[src/rtl/axis_packetiser_pkg.sv]
// -----------------------------------------------------------------------------
// axis_packetiser_pkg
// Shared types and helpers for the AXIS packetiser and its output slice.
//   close_reason_e : why a held beat was (or will be) emitted with tlast set
//   cnt_width()    : bit width of a counter that must hold 0..max_val
// -----------------------------------------------------------------------------
package axis_packetiser_pkg;

    typedef enum logic [1:0] {
        CLOSE_NONE    = 2'd0,
        CLOSE_TLAST   = 2'd1,
        CLOSE_MAXLEN  = 2'd2,
        CLOSE_TIMEOUT = 2'd3
    } close_reason_e;

    // Width of a counter that must represent every value from 0 to max_val.
    function automatic int cnt_width(input int max_val);
        return (max_val < 1) ? 1 : $clog2(max_val + 1);
    endfunction

endpackage

[src/rtl/axis_out_reg.sv]
// -----------------------------------------------------------------------------
// axis_out_reg
// Registered AXIS output slice. Holds one beat (valid, payload, last) and keeps
// it stable until the downstream consumer takes it.
// Ports:
//   clk_i, rst_ni   clock, asynchronous active-low reset
//   load_i          capture payload_i/last_i (caller only asserts when free_o)
//   payload_i       beat payload to capture
//   last_i          end-of-packet flag to capture
//   ready_i         downstream ready
//   free_o          slice can accept a new beat this cycle
//   valid_o         registered valid
//   last_o          registered last
//   payload_o       registered payload
// -----------------------------------------------------------------------------
module axis_out_reg
    import axis_packetiser_pkg::*;
#(
    parameter int PAYLOAD_W = 8
) (
    input  logic                 clk_i,
    input  logic                 rst_ni,
    input  logic                 load_i,
    input  logic [PAYLOAD_W-1:0] payload_i,
    input  logic                 last_i,
    input  logic                 ready_i,
    output logic                 free_o,
    output logic                 valid_o,
    output logic                 last_o,
    output logic [PAYLOAD_W-1:0] payload_o
);

    logic                 valid_q;
    logic                 last_q;
    logic [PAYLOAD_W-1:0] payload_q;

    assign free_o    = !valid_q || ready_i;
    assign valid_o   = valid_q;
    assign last_o    = last_q;
    assign payload_o = payload_q;

    // Output register: load a new beat, retire a consumed one, or hold while stalled.
    always_ff @(posedge clk_i or negedge rst_ni) begin
        if (!rst_ni) begin
            valid_q   <= 1'b0;
            last_q    <= 1'b0;
            payload_q <= {PAYLOAD_W{1'b0}};
        end else if (load_i) begin
            valid_q   <= 1'b1;
            last_q    <= last_i;
            payload_q <= payload_i;
        end else if (ready_i) begin
            valid_q   <= 1'b0;
            last_q    <= 1'b0;
        end else begin
            valid_q   <= valid_q;
            last_q    <= last_q;
        end
    end

endmodule

[src/rtl/axis_packetiser.sv]
// -----------------------------------------------------------------------------
// axis_packetiser
// Framing stage in front of an AXIS FIFO. One beat is held back in H so tlast
// can be applied after the fact; a packet closes on upstream tlast, on MAX_LEN
// beats, or after TIMEOUT idle cycles with a beat held.
// Optional feature macro: AXIS_PACKETISER_TUSER_EN adds axis_o_tuser, set on a
// last beat that was forced out by the timeout.
// Ports:
//   clk, n_reset          clock, asynchronous active-low reset
//   axis_i_*              upstream stream (tready, tvalid, tlast, tdata)
//   axis_o_*              registered downstream stream (tready from FIFO !full)
//   axis_o_tuser          timeout-closed flag (only with the macro defined)
// -----------------------------------------------------------------------------
module axis_packetiser
    import axis_packetiser_pkg::*;
#(
    parameter int AXIS_BYTES = 1,
    parameter int MAX_LEN    = 256,
    parameter int TIMEOUT    = 1024
) (
    input  logic                    clk,
    input  logic                    n_reset,
    output logic                    axis_i_tready,
    input  logic                    axis_i_tvalid,
    input  logic                    axis_i_tlast,
    input  logic [AXIS_BYTES*8-1:0] axis_i_tdata,
    input  logic                    axis_o_tready,
    output logic                    axis_o_tvalid,
    output logic                    axis_o_tlast,
`ifdef AXIS_PACKETISER_TUSER_EN
    output logic                    axis_o_tuser,
`endif
    output logic [AXIS_BYTES*8-1:0] axis_o_tdata
);

    localparam int DATA_W = AXIS_BYTES * 8;
    localparam int BEAT_W = cnt_width(MAX_LEN);
    localparam int IDLE_W = cnt_width(TIMEOUT);
`ifdef AXIS_PACKETISER_TUSER_EN
    localparam int PAYLOAD_W = DATA_W + 1;
`else
    localparam int PAYLOAD_W = DATA_W;
`endif
    localparam logic [BEAT_W-1:0] MAX_LEN_C   = BEAT_W'(MAX_LEN);
    localparam logic [IDLE_W-1:0] IDLE_LAST_C = IDLE_W'(TIMEOUT - 1);

    // Hold register H and packet counters
    logic               h_valid_q,  h_valid_d;
    logic [DATA_W-1:0]  h_data_q,   h_data_d;
    close_reason_e      h_reason_q, h_reason_d;
    logic [BEAT_W-1:0]  beat_cnt_q, beat_cnt_d;
    logic [IDLE_W-1:0]  idle_cnt_q, idle_cnt_d;

    logic               h_close_s;
    logic               o_free_s;
    logic               accept_s;
    logic               idle_hit_s;
    logic [BEAT_W-1:0]  beat_inc_s;
    close_reason_e      new_reason_s;
    logic               xfer_s;
    close_reason_e      xfer_reason_s;
    logic               xfer_last_s;
    logic [PAYLOAD_W-1:0] o_payload_in_s;
    logic [PAYLOAD_W-1:0] o_payload_s;

    // A held beat carries its close reason; anything other than NONE stalls input.
    assign h_close_s     = (h_reason_q != CLOSE_NONE);
    assign axis_i_tready = n_reset && (!h_valid_q || (!h_close_s && o_free_s));
    assign accept_s      = axis_i_tvalid && axis_i_tready;
    assign idle_hit_s    = (idle_cnt_q == IDLE_LAST_C);
    assign beat_inc_s    = beat_cnt_q + {{(BEAT_W-1){1'b0}}, 1'b1};
    assign xfer_last_s   = (xfer_reason_s != CLOSE_NONE);

    // Close reason for an incoming beat; upstream tlast outranks the length limit.
    always_comb begin
        new_reason_s = CLOSE_NONE;
        if (axis_i_tlast) begin
            new_reason_s = CLOSE_TLAST;
        end else if (beat_inc_s == MAX_LEN_C) begin
            new_reason_s = CLOSE_MAXLEN;
        end else begin
            new_reason_s = CLOSE_NONE;
        end
    end

    // H->O transfer decode: closed beat first, then push-out by a new beat, then timeout.
    always_comb begin
        xfer_s        = 1'b0;
        xfer_reason_s = CLOSE_NONE;
        if (h_valid_q && o_free_s) begin
            if (h_close_s) begin
                xfer_s        = 1'b1;
                xfer_reason_s = h_reason_q;
            end else if (accept_s) begin
                xfer_s        = 1'b1;
                xfer_reason_s = CLOSE_NONE;
            end else if (idle_hit_s) begin
                xfer_s        = 1'b1;
                xfer_reason_s = CLOSE_TIMEOUT;
            end else begin
                xfer_s        = 1'b0;
            end
        end else begin
            xfer_s = 1'b0;
        end
    end

    // Next-state for H and the counters; idle_cnt saturates so a blocked timeout fires once O frees.
    always_comb begin
        h_valid_d  = h_valid_q;
        h_data_d   = h_data_q;
        h_reason_d = h_reason_q;
        beat_cnt_d = beat_cnt_q;
        idle_cnt_d = idle_cnt_q;
        if (accept_s) begin
            h_valid_d  = 1'b1;
            h_data_d   = axis_i_tdata;
            h_reason_d = new_reason_s;
            beat_cnt_d = beat_inc_s;
            idle_cnt_d = {IDLE_W{1'b0}};
        end else if (xfer_s) begin
            h_valid_d  = 1'b0;
            h_reason_d = CLOSE_NONE;
            beat_cnt_d = {BEAT_W{1'b0}};
            idle_cnt_d = {IDLE_W{1'b0}};
        end else if (h_valid_q && !h_close_s && !idle_hit_s) begin
            idle_cnt_d = idle_cnt_q + {{(IDLE_W-1){1'b0}}, 1'b1};
        end else begin
            idle_cnt_d = idle_cnt_q;
        end
    end

    // State registers for H and the counters.
    always_ff @(posedge clk or negedge n_reset) begin
        if (!n_reset) begin
            h_valid_q  <= 1'b0;
            h_data_q   <= {DATA_W{1'b0}};
            h_reason_q <= CLOSE_NONE;
            beat_cnt_q <= {BEAT_W{1'b0}};
            idle_cnt_q <= {IDLE_W{1'b0}};
        end else begin
            h_valid_q  <= h_valid_d;
            h_data_q   <= h_data_d;
            h_reason_q <= h_reason_d;
            beat_cnt_q <= beat_cnt_d;
            idle_cnt_q <= idle_cnt_d;
        end
    end

`ifdef AXIS_PACKETISER_TUSER_EN
    assign o_payload_in_s = {(xfer_reason_s == CLOSE_TIMEOUT), h_data_q};
    assign axis_o_tuser   = o_payload_s[DATA_W];
    assign axis_o_tdata   = o_payload_s[DATA_W-1:0];
`else
    assign o_payload_in_s = h_data_q;
    assign axis_o_tdata   = o_payload_s;
`endif

    axis_out_reg #(
        .PAYLOAD_W (PAYLOAD_W)
    ) u_out_reg (
        .clk_i     (clk),
        .rst_ni    (n_reset),
        .load_i    (xfer_s),
        .payload_i (o_payload_in_s),
        .last_i    (xfer_last_s),
        .ready_i   (axis_o_tready),
        .free_o    (o_free_s),
        .valid_o   (axis_o_tvalid),
        .last_o    (axis_o_tlast),
        .payload_o (o_payload_s)
    );

endmodule

[config.mk]
export PLATFORM = sky130hd
export DESIGN_NAME = axis_packetiser
export DESIGN_NICKNAME = d
export VERILOG_FILES = /design/src/rtl/axis_packetiser_pkg.sv /design/src/rtl/axis_out_reg.sv /design/src/rtl/axis_packetiser.sv
export SDC_FILE = /design/constraint.sdc
export NUM_CORES = 1
export LEC_CHECK = 0
export BUFFER_PORTS_ARGS = -buffer_cell sky130_fd_sc_hd__buf_2
export CAP_MARGIN = 40
export CORE_ASPECT_RATIO = 2
export CORE_UTILIZATION = 35
export CTS_BUF_LIST = sky130_fd_sc_hd__clkbuf_8
export CTS_CLUSTER_DIAMETER = 80
export DETAILED_ROUTE_END_ITERATION = 12
export GPL_TIMING_DRIVEN = 0
export PLACE_DENSITY_LB_ADDON = 0.05
export SLEW_MARGIN = 40
export SYNTH_ARGS = -nofsm -noshare
export SYNTH_HDL_FRONTEND = slang
export SYNTH_HIERARCHICAL = 1
export SYNTH_SLANG_ARGS = --single-unit
[constraint.sdc]
create_clock -name clk -period 5.7 [get_ports clk]
set_input_delay 1.14 -clock clk [delete_from_list [all_inputs] [get_ports clk]]
set_output_delay 1.14 -clock clk [all_outputs]
set_load 0.005 [all_outputs]
==> run_results.csv <==
group,metric,value,unit
outcome,status,"completed",
routing,routed_wl,4.284,mm
clocking,clock_sinks,41,
routing,drt-initial-drc-count,34,
finish,multi_input_area,915.9,sq um
job,max-cap-violations,0,
global_route,antenna_found_initial,0,
logic_synthesis,yosys.cell_types.count,43,
logic_synthesis,ys_ff_latch,41,
logic_synthesis,syn_area,0.002003,sq mm
logic_synthesis,ys_warn_count,6,
clocking,htree_num_levels,2,
finish,fill_cells,550,
clocking,clkTransAtPathRegs,0.09,ns
place,place_hpwl,3.093,mm
critical_path,path_class,"input pin to output port",
place,dp.cells,282,
finish,drive_gt1_frac,0.2130,
critical_path,cp.arrival,2.11,ns
routing,antenna_left,0,
sta,setup_viol,0,
logic_synthesis,yosys-top-cells-area,"dfrtp_1, nand2_1, mux2_4, o21ai_0, a21oi_1",
logic_synthesis,seq_area_frac_synth,0.5122,
logic_synthesis,synthFlopType,"dfrtp_1",
logic_synthesis,synth_top_area_frac,0.5122,
sta,setup_tns,0,ns
critical_path,cp_max_fo,4,
clocking,cts_buffers,5,
critical_path,critPathLaunchType,"input pin",
power,p_total,1.041,mW
die,dieArea,0.006048,sq mm
die,io_pins,24,
clocking,cts_root_buf,"clkbuf_8",
die,row_count,38,
power,cellLeakagePower,1.101,nW
critical_path,crit_required,4.56,ns
sta,period_minus_slack,3.252,ns
logic_synthesis,synthArstFlopShare,1.000,
logic_synthesis,yosys.area.top_type,"dfrtp_1",
routing,drt_pass1_iterations,4,
sta,drv_slew,0,
critical_path,worstSetupEndpointType,"output port",
worst_hold_path,hold_class,"register to register",
logic_synthesis,synthTopCellsByCount,"dfrtp_1, nand2_1, o21ai_0",
sta,max_freq,307.5,MHz
clocking,cts_tree,"done",
place,io_buffers,23,
sta,rsz0062_at_grt,"false",
logic_synthesis,syn_avg_cell_area,10.07,sq um
finish,area_delta_synth_final,15.37,%
finish,diodes,0,
finish,nets,244,
die,fp.coreArea,0.005468,sq mm
critical_path,reg2regPathDepth,7,
logic_synthesis,synth_most_common_cell,"dfrtp_1",
finish,seqCellArea,0.001026,sq mm
routing,vias_per_cell,5.452,
clocking,clockBufferDepth,2,
die,die_x,55.50,microns
sta,finalCritPeriodShare,0.5704,
sta,slew_headroom,0.6386,
logic_synthesis,synthesis.nets,214,
global_route,grt-ovfl-total,0,
clocking,cts_resized,0,
routing,drc,0,
finish,stdcell_count,290,
sta,finClkSkew,0.007966,ns
routing,vias,1581,
logic_synthesis,postSynthCellCount,199,
sta,hold_violations,0,
global_route,grt_use_total,0.1584,
power,power_density,450.4,mW/mm^2
power,max-vdd-ir-drop,0.0002653,V
global_route,first_global_vias,1581,
die,die_h,109.0,microns
routing,wire_per_inst,14.77,microns
die,initial_core_util,0.3664,
sta,worstMarginPinSlew,0.5420,ns
global_route,grt_pass1_wl,7.334,mm
clocking,hold_buffers,0,
logic_synthesis,synth_enable_flop_cells,0,
place,place.gp.congestion,0.7649,
clocking,postCtsSetupRepairBufs,0,
global_route,grt_max_degree,44,
worst_hold_path,hold_path_depth,2,
clocking,clk_latency,0.30,ns
registers in the layout, indices dropped and copies added (netlist names):
register,count
idle_cnt_q,11
beat_cnt_q,9
h_valid_q,1
u_out_reg/last_o,1
u_out_reg/payload_o,8
h_data_q,8
u_out_reg/valid_o,1
h_reason_q,2
area by class of cell:
class / instances / share of cell area
Inverter: 7 / 0.01137
Clock inverter: 3 / 0.02003
Tap cell: 60 / 0.03249
Buffer: 6 / 0.01516
Clock buffer: 5 / 0.02978
Sequential cell: 41 / 0.4440
Timing Repair Buffer: 23 / 0.05089
Multi-Input combinational cell: 145 / 0.3963
critical path: stages:
cell and delay (ns):
buf_2 0.09, nand2b_1 0.17, or3b_1 0.40, a21boi_0 0.17, buf_2 0.14
metal layers:
metal,track usage,vias to the layer above,routed length (microns)
met5,0,-,0
met4,0.07679,0,93
met1,0.1683,767,1781
met3,0.04626,5,158
met2,0.2831,24,2251
li1,-,785,-
final timing paths:
kind | startpoint | to | slack [ns]
worst max register to register | u_out_reg/valid_o$_DFFE_PN0P_ | u_out_reg/payload_o[7]$_DFFE_PN0P_ | 3.32
min in group asynchronous | n_reset | idle_cnt_q[1]$_DFFE_PN0P_ | 0.82
worst max-delay path | axis_o_tready | axis_i_tready | 2.45
worst min-delay path | h_data_q[6]$_DFFE_PN0P_ | h_data_q[6]$_DFFE_PN0P_ | 0.48
max in group asynchronous | n_reset | beat_cnt_q[1]$_DFFE_PN0P_ | 4.51
worst min register to register | h_data_q[6]$_DFFE_PN0P_ | h_data_q[6]$_DFFE_PN0P_ | 0.48
placed cells by master (no fill, tap or decap), drive strengths merged, types with 2 or more instances in the layout:
master	synthesis	final
o21ai	13	13
buf	5	28
ha	2	2
nand3	6	6
and3	4	4
nor2	8	8
dfrtp	41	41
a22o	2	2
a21o	3	3
a31oi	3	3
a211oi	2	2
nand2b	2	2
inv	7	7
o211ai	3	3
or4	4	4
nor3	4	4
a211o	2	2
o31ai	5	5
or3	5	5
mux2i	2	2
a21oi	11	11
nand4	4	4
and2	2	2
mux2	9	9
nand2	37	37
clkbuf	1	6
per-stage QoR:
stage	utilization	worst slack, ns	instance area, sq um	hold slack (ns)
after detailed placement	0.4016	2.260	2196	0.4667
after global routing	0.4227	2.378	2311	0.5071
final	0.4227	2.448	2311	0.4837
after global placement	0.4011	1.930	2193	0.4535
after CTS	0.4227	2.451	2311	0.4888
after floorplan	-	2.701	2003	0.4401
logic make-up (layout without fill, tap and decap cells):
group,Yosys count,in the layout,share of synthesized area
DFF,41,41,0.5122
xor gates and xnor gates,1,1,0.004373
and+or+nand+nor,82,82,0.2055
AOI/OAI and AO/OA,49,49,0.1612
adders and majority gates,2,2,0.01249
buffers and inverters,13,44,0.03061
muxes,11,11,0.07370
where the power goes:
part	switching, mW	total [mW]	internal [mW]
clock	0.110	0.241	0.131
combinational	0.165	0.333	0.168
sequential	0.0834	0.467	0.383
total	0.359	1.04	0.682
No activity file was read; power rests on OpenSTA's default activity.
